## config.mk

```make
export PLATFORM = sky130hd
export DESIGN_NAME = packet_status_ctrl
export DESIGN_NICKNAME = d
export VERILOG_FILES = /design/src/rtl/accel_status_pkg.sv /design/src/rtl/packet_id_fifo.sv /design/src/rtl/packet_status_ctrl.sv
export SDC_FILE = /design/constraint.sdc
export NUM_CORES = 1
export LEC_CHECK = 0
export ABC_AREA = 1
export CAP_MARGIN = 5
export CORE_ASPECT_RATIO = 0.5
export CORE_MARGIN = 5
export CORE_UTILIZATION = 52
export DETAILED_ROUTE_END_ITERATION = 12
export HOLD_SLACK_MARGIN = 0.08
export PLACE_DENSITY_LB_ADDON = 0.08
export SYNTH_ARGS = -nofsm -noshare
export SYNTH_HDL_FRONTEND = slang
export SYNTH_SLANG_ARGS = --single-unit
```

## constraint.sdc

```tcl
create_clock -name clk -period 2.6 [get_ports clk]
set_clock_uncertainty 0.2 [all_clocks]
set_input_delay 0.39 -clock clk [delete_from_list [all_inputs] [get_ports clk]]
set_output_delay 0.39 -clock clk [all_outputs]
set_load 0.02 [all_outputs]
```

## src/rtl/accel_status_pkg.sv

```systemverilog
// ============================================================================
//  Module      : accel_status_pkg
//  Description : Shared types and STATUS_0 field widths for the packet
//                status controller.
//  Revision    : 1.0 - initial release
// ============================================================================
`default_nettype none

package accel_status_pkg;

  localparam int ID_W      = 6;
  localparam int CNT_W     = 10;
  localparam int BUF_CNT_W = 3;

  typedef enum logic [1:0] {
    ST_IDLE  = 2'd0,
    ST_ISSUE = 2'd1,
    ST_BUSY  = 2'd2
  } state_t;

  typedef struct packed {
    logic [ID_W-1:0]      id;
    logic [BUF_CNT_W-1:0] buffered_ids;
    logic                 err_buffer;
    logic                 err_packet;
    logic                 err_clear;
    logic [CNT_W-1:0]     packet_count;
  } status_fields_t;

endpackage

`default_nettype wire

```

## src/rtl/packet_id_fifo.sv

```systemverilog
// ============================================================================
//  Module      : packet_id_fifo
//  Description : Synchronous FIFO with occupancy count, full and empty flags.
//  Revision    : 1.0 - initial release
// ============================================================================
`default_nettype none

module packet_id_fifo #(
  parameter int WIDTH = 6,
  parameter int DEPTH = 4,
  parameter int CNT_W = 3
) (
  input  logic             clk,
  input  logic             rst,
  input  logic             i_push,
  input  logic [WIDTH-1:0] i_data,
  input  logic             i_pop,
  output logic [WIDTH-1:0] o_data,
  output logic [CNT_W-1:0] o_count,
  output logic             o_full,
  output logic             o_empty
);

  localparam int PTR_W = (DEPTH > 1) ? $clog2(DEPTH) : 1;

  logic [WIDTH-1:0] r_mem [DEPTH];
  logic [PTR_W-1:0] r_wr_ptr;
  logic [PTR_W-1:0] r_rd_ptr;
  logic [CNT_W-1:0] r_count;
  logic             w_push;
  logic             w_pop;

  function automatic logic [PTR_W-1:0] next_ptr(input logic [PTR_W-1:0] p);
    return (p == PTR_W'(DEPTH - 1)) ? '0 : p + PTR_W'(1);
  endfunction

  assign o_full  = (r_count == CNT_W'(DEPTH));
  assign o_empty = (r_count == '0);
  assign o_count = r_count;
  assign o_data  = r_mem[r_rd_ptr];

  // A pop frees the slot on the same edge, so a push into a full FIFO is legal then.
  assign w_pop  = i_pop && !o_empty;
  assign w_push = i_push && (!o_full || w_pop);

  always_ff @(posedge clk) begin
    if (w_push) r_mem[r_wr_ptr] <= i_data;
  end

  always_ff @(posedge clk or posedge rst) begin
    if (rst) begin
      r_wr_ptr <= '0;
      r_rd_ptr <= '0;
      r_count  <= '0;
    end else begin
      if (w_push) r_wr_ptr <= next_ptr(r_wr_ptr);
      if (w_pop)  r_rd_ptr <= next_ptr(r_rd_ptr);
      case ({w_push, w_pop})
        2'b10:   r_count <= r_count + CNT_W'(1);
        2'b01:   r_count <= r_count - CNT_W'(1);
        default: r_count <= r_count;
      endcase
    end
  end

endmodule

`default_nettype wire

```

## src/rtl/packet_status_ctrl.sv

```systemverilog
// ============================================================================
//  Module      : packet_status_ctrl
//  Description : Issues queued packet IDs one at a time to the datapath and
//                produces the live STATUS_0 field values.
//  Revision    : 1.0 - initial release
// ============================================================================
`default_nettype none

module packet_status_ctrl
  import accel_status_pkg::*;
#(
  parameter int BUF_DEPTH = 4
) (
  input  logic                 clk,
  input  logic                 rst,
  input  logic                 i_id_valid,
  input  logic [ID_W-1:0]      i_id_data,
  output logic                 o_start_valid,
  input  logic                 i_start_ready,
  output logic [ID_W-1:0]      o_start_id,
  input  logic                 i_done_valid,
  input  logic [ID_W-1:0]      i_done_id,
  input  logic                 i_err_clear_req,
  output logic [ID_W-1:0]      o_status_id,
  output logic [BUF_CNT_W-1:0] o_status_buffered_ids,
  output logic                 o_status_err_buffer,
  output logic                 o_status_err_packet,
  output logic                 o_status_err_clear,
  output logic [CNT_W-1:0]     o_status_packet_count
);

  state_t               r_state;
  logic                 r_start_valid;
  logic [ID_W-1:0]      r_id;
  logic [CNT_W-1:0]     r_count;
  logic                 r_err_buf;
  logic                 r_err_pkt;
  logic                 r_err_clr;

  logic [ID_W-1:0]      w_head;
  logic [BUF_CNT_W-1:0] w_fifo_count;
  logic                 w_fifo_full;
  logic                 w_fifo_empty;
  logic                 w_pop;
  logic                 w_err_buf_evt;
  logic                 w_done_good;
  logic                 w_err_pkt_evt;
  status_fields_t       w_status;

  packet_id_fifo #(
    .WIDTH (ID_W),
    .DEPTH (BUF_DEPTH),
    .CNT_W (BUF_CNT_W)
  ) u_fifo (
    .clk     (clk),
    .rst     (rst),
    .i_push  (i_id_valid),
    .i_data  (i_id_data),
    .i_pop   (w_pop),
    .o_data  (w_head),
    .o_count (w_fifo_count),
    .o_full  (w_fifo_full),
    .o_empty (w_fifo_empty)
  );

  assign w_pop         = r_start_valid && i_start_ready;
  assign w_err_buf_evt = i_id_valid && w_fifo_full && !w_pop;
  assign w_done_good   = i_done_valid && (r_state == ST_BUSY) && (i_done_id == r_id);
  assign w_err_pkt_evt = i_done_valid && !w_done_good;

  always_ff @(posedge clk or posedge rst) begin
    if (rst) begin
      r_state       <= ST_IDLE;
      r_start_valid <= 1'b0;
      r_id          <= '0;
      r_count       <= '0;
    end else begin
      if (w_done_good) r_count <= r_count + CNT_W'(1);
      case (r_state)
        ST_IDLE: begin
          if (!w_fifo_empty) begin
            r_state       <= ST_ISSUE;
            r_start_valid <= 1'b1;
          end
        end
        ST_ISSUE: begin
          if (i_start_ready) begin
            r_state       <= ST_BUSY;
            r_start_valid <= 1'b0;
            r_id          <= w_head;
          end
        end
        ST_BUSY: begin
          // Nothing pops in BUSY, so any push this cycle leaves the queue non-empty.
          if (i_done_valid) begin
            if (!w_fifo_empty || i_id_valid) begin
              r_state       <= ST_ISSUE;
              r_start_valid <= 1'b1;
            end else begin
              r_state <= ST_IDLE;
            end
          end
        end
        default: begin
          r_state       <= ST_IDLE;
          r_start_valid <= 1'b0;
        end
      endcase
    end
  end

  // A new error on the clear cycle wins and flags the clear as lost.
  always_ff @(posedge clk or posedge rst) begin
    if (rst) begin
      r_err_buf <= 1'b0;
      r_err_pkt <= 1'b0;
      r_err_clr <= 1'b0;
    end else if (i_err_clear_req) begin
      r_err_buf <= w_err_buf_evt;
      r_err_pkt <= w_err_pkt_evt;
      r_err_clr <= w_err_buf_evt || w_err_pkt_evt;
    end else begin
      r_err_buf <= r_err_buf || w_err_buf_evt;
      r_err_pkt <= r_err_pkt || w_err_pkt_evt;
    end
  end

  assign w_status = '{
    id:           r_id,
    buffered_ids: w_fifo_count,
    err_buffer:   r_err_buf,
    err_packet:   r_err_pkt,
    err_clear:    r_err_clr,
    packet_count: r_count
  };

  assign o_start_valid         = r_start_valid;
  assign o_start_id            = w_head;
  assign o_status_id           = w_status.id;
  assign o_status_buffered_ids = w_status.buffered_ids;
  assign o_status_err_buffer   = w_status.err_buffer;
  assign o_status_err_packet   = w_status.err_packet;
  assign o_status_err_clear    = w_status.err_clear;
  assign o_status_packet_count = w_status.packet_count;

endmodule

`default_nettype wire

```

==> summary.md <==
| Metric | Value |
|---|---|
| Clock slew at reported path FFs | `approximately 100 ps` |
| # IOs | `47` |
| Initial core utilization | `52.92%` |
| VDD IR max | `0.5139 mV` |
| Reg area | `between 0.001 and 0.0015 sq mm` |
| #FFs+latches synth | `53` |
| Via count | `1,918` |
| CTS buffer count | `5` |
| Core Region | `approximately 0.0048 sq mm` |
| Top post-synthesis cells by area | `dfrtp_1 (28%), edfxtp_1 (28%), nand2_1 (11%), inv_1 (5.4%), o21ai_0 (4.9%)` |
| Pre-antenna DRT Iters | `4` |
| Power Total | `between 3 and 4 mW` |
| Total Nets Final | `360` |
| Total grt overflow | `0` |
| Filler cells | `~400` |
| Final period util | `90.05%` |
| Ant diodes | `0` |
| Die Wd | `109.3 microns` |
| Clk buf depth | `2` |
| Setup Viol. Count Final | `0` |
| Ys Warns | `0` |
| CTS H-tree depth | `2` |
| Startpoint Class | `flip-flop` |
| Pins Over Slew Limit | `0` |
| Area grow syn2layout | `26.76%` |
| R2r setup slk | `390 ps` |
| Largest area contributor in the netlist | `dfrtp_1` |
| Std cell rows | `18` |
| Lkg Pwr | `1.453 nW` |
| Setup repair bufs after CTS | `0` |
| Setup crit end kind | `output port` |
| Status | `finished clean` |
| Worst hold-check path type | `input pin to async pin` |
| Clock Latency Late Sink | `310 ps` |
| Initial antenna violation count | `0` |
| CTS root buffer | `clkbuf_8` |
| Global-route wire length before repair | `about 8.7 mm` |
| Reg2reg start | `u_fifo.o_count[0]` |
| Synthesized netlist cell count | `275` |
| Worst Path Required | `2010 ps` |
| Clock sinks | `53` |
| DPL Wire Length | `3.855 mm` |
| Largest net degree at the start of global routing | `30` |
| DRC Markers | `0` |
| Post-synth cell types | `27` |
| Critical path peak fanout | `8` |
| RSZ-0062 raised after global routing | `false` |
| Slew @ Worst Pin | `373.5 ps` |
| R2R Path End | `u_fifo.o_count[2]` |
| DR vias/cell | `4.736` |
| Area of the multi-input gates | `around 930 sq um` |
| Die ar. | `about 0.0065 sq mm` |
| Fmax | `~430 MHz` |
| Final Hold Viols | `0` |
| Most common cell after layout, fill and taps aside | `nand2_1` |
| Pwr per Cell Area | `980.2 mW/mm^2` |
| Post-synthesis sequential area ratio | `56.45%` |
| Max_cap viols | `0` |
| PortBufs | `46` |
| Post-DR wirelength/cell | `12.82 microns` |
| Final wirelength | `about 5.2 mm` |
| PnR worst setup slack | `258.6 ps` |
| Syn avg cell area | `9.318 sq um` |
| Routed Antenna Nets | `0` |
| Headroom to the max-slew limit | `about three quarters` |
| Worst Path Arrival | `1750 ps` |
| Setup CP Type | `flip-flop to output port` |
| GRT Util Overall | `17.58%` |
| FF-to-FF path depth | `9` |
| Fin crit period | `around 2300 ps` |
| Fraction of layout cells with a size suffix above 1 | `9.851%` |
| CTS tree | `done` |
| Vias in the first global route | `1,950` |
| Die Ht | `59.64 microns` |
| DRT iter0 DRCs | `65` |
| Dpl ws | `-31.77 ps` |
| Post-Syn Area | `0.002562 sq mm` |
| Setup TNS | `0 ps` |
| Mapped Nets | `between 300 and 400` |
| Top cell type's share of synthesized area | `between 20% and 30%` |
| GP Congestion | `roughly 0.80` |
| Most frequent cells in the layout | `nand2_1 (72), clkdlybuf4s50_1 (40), inv_1 (36)` |
-- power breakdown --
group | total (mW) | internal (mW) | switching, mW | leakage (nW)
combinational | 1.44 | 0.593 | 0.850 | 0.821
sequential | 1.27 | 1.10 | 0.170 | 0.585
clock | 0.468 | 0.192 | 0.276 | 0.0462
total | 3.18 | 1.89 | 1.30 | 1.45
-- cells by family after synthesis --
logic type / share of synthesized area [%]
AO/OA/AOI/OAI: 8.057
XOR/XNOR: 4.443
adder cells (fa/ha/maj): 4.199
buffers and inverters: 7.080
flip-flops: 56.45
AND/OR/NAND/NOR: 19.78
-- cells in the mapped netlist --
library cell,number
buf_4,2
xnor2_1,5
dfrtp_1,29
nand2_2,2
nand4_1,3
o21a_1,1
nor2_1,27
ha_1,7
buf_2,1
nand2_1,72
edfxtp_1,24
a21oi_1,2
o21ai_0,25
buf_6,1
nor3_1,3
or2_2,1
nand3_1,6
o22ai_1,6
nor2_4,1
xor2_1,8
nor3_2,1
o21ai_2,3
inv_2,3
fa_1,1
inv_1,37
nand4_2,1
nor2_2,3
-- state kept, by name (all words and copies together) (netlist names) --
register	cells
o_start_valid	1
o_status_err_buffer	1
o_status_err_clear	1
o_status_err_packet	1
o_status_id	6
o_status_packet_count	10
r_state	2
u_fifo.o_count	3
u_fifo.r_mem	24
u_fifo.r_rd_ptr	2
u_fifo.r_wr_ptr	2
-- layer usage --
layer | global-route usage [%] | share of wire (%)
met5 | 0 | 0
met4 | 3.908 | 0.29
met3 | 4.679 | 4.6
met2 | 31.76 | 50
met1 | 21.42 | 45
-- worst max path at each step --
| stage | slack [ps] | endpoint | start |
|---|---|---|---|
| 6_report | 260 | o_start_id[0] | u_fifo.r_rd_ptr[1] |
| 5_1_grt | 120 | o_start_id[0] | u_fifo.r_rd_ptr[1] |
| 3_5_place_dp | -30 | u_fifo.o_count[2] | i_start_ready |
| 2_1_floorplan | 370 | u_fifo.o_count[2] | u_fifo.o_count[0] |
| 3_3_place_gp | 30 | u_fifo.o_count[2] | i_start_ready |
| 4_1_cts | 60 | o_start_id[4] | u_fifo.r_rd_ptr[1] |
-- cell type report --
type	count	area share (%)
Clock inverter	3	0.6549
Multi-Input combinational cell	178	28.77
Inverter	40	4.738
Sequential cell	53	44.53
Tap cell	70	2.696
Timing Repair Buffer	56	16.49
Clock buffer	5	2.119
-- per-stage QoR --
step	hold slack (ps)	util, %	cells	instance area (sq um)
2_1_floorplan	268.1	-	275	2562
3_3_place_gp	289.3	65.14	397	3154
3_5_place_dp	311.1	65.14	397	3154
4_1_cts	262.9	66.98	405	3243
5_1_grt	286.1	67.08	405	3248
6_report	256.1	67.08	405	3248
-- critical path, stage by stage, from the launching register on --
cell and delay, ps:
dfrtp_1 480, inv_1 200, o21ai_0 140, o22ai_1 250, dlygate4sd2_1 380
-- what timing repair did --
action / in CTS / in global routing
setup endpoints to repair: 4 / 2
resized for setup: 5 / 2
hold buffers: 0 / 0
cloned: 0 / 0
Note: power is estimated with default switching activity, not from simulation.
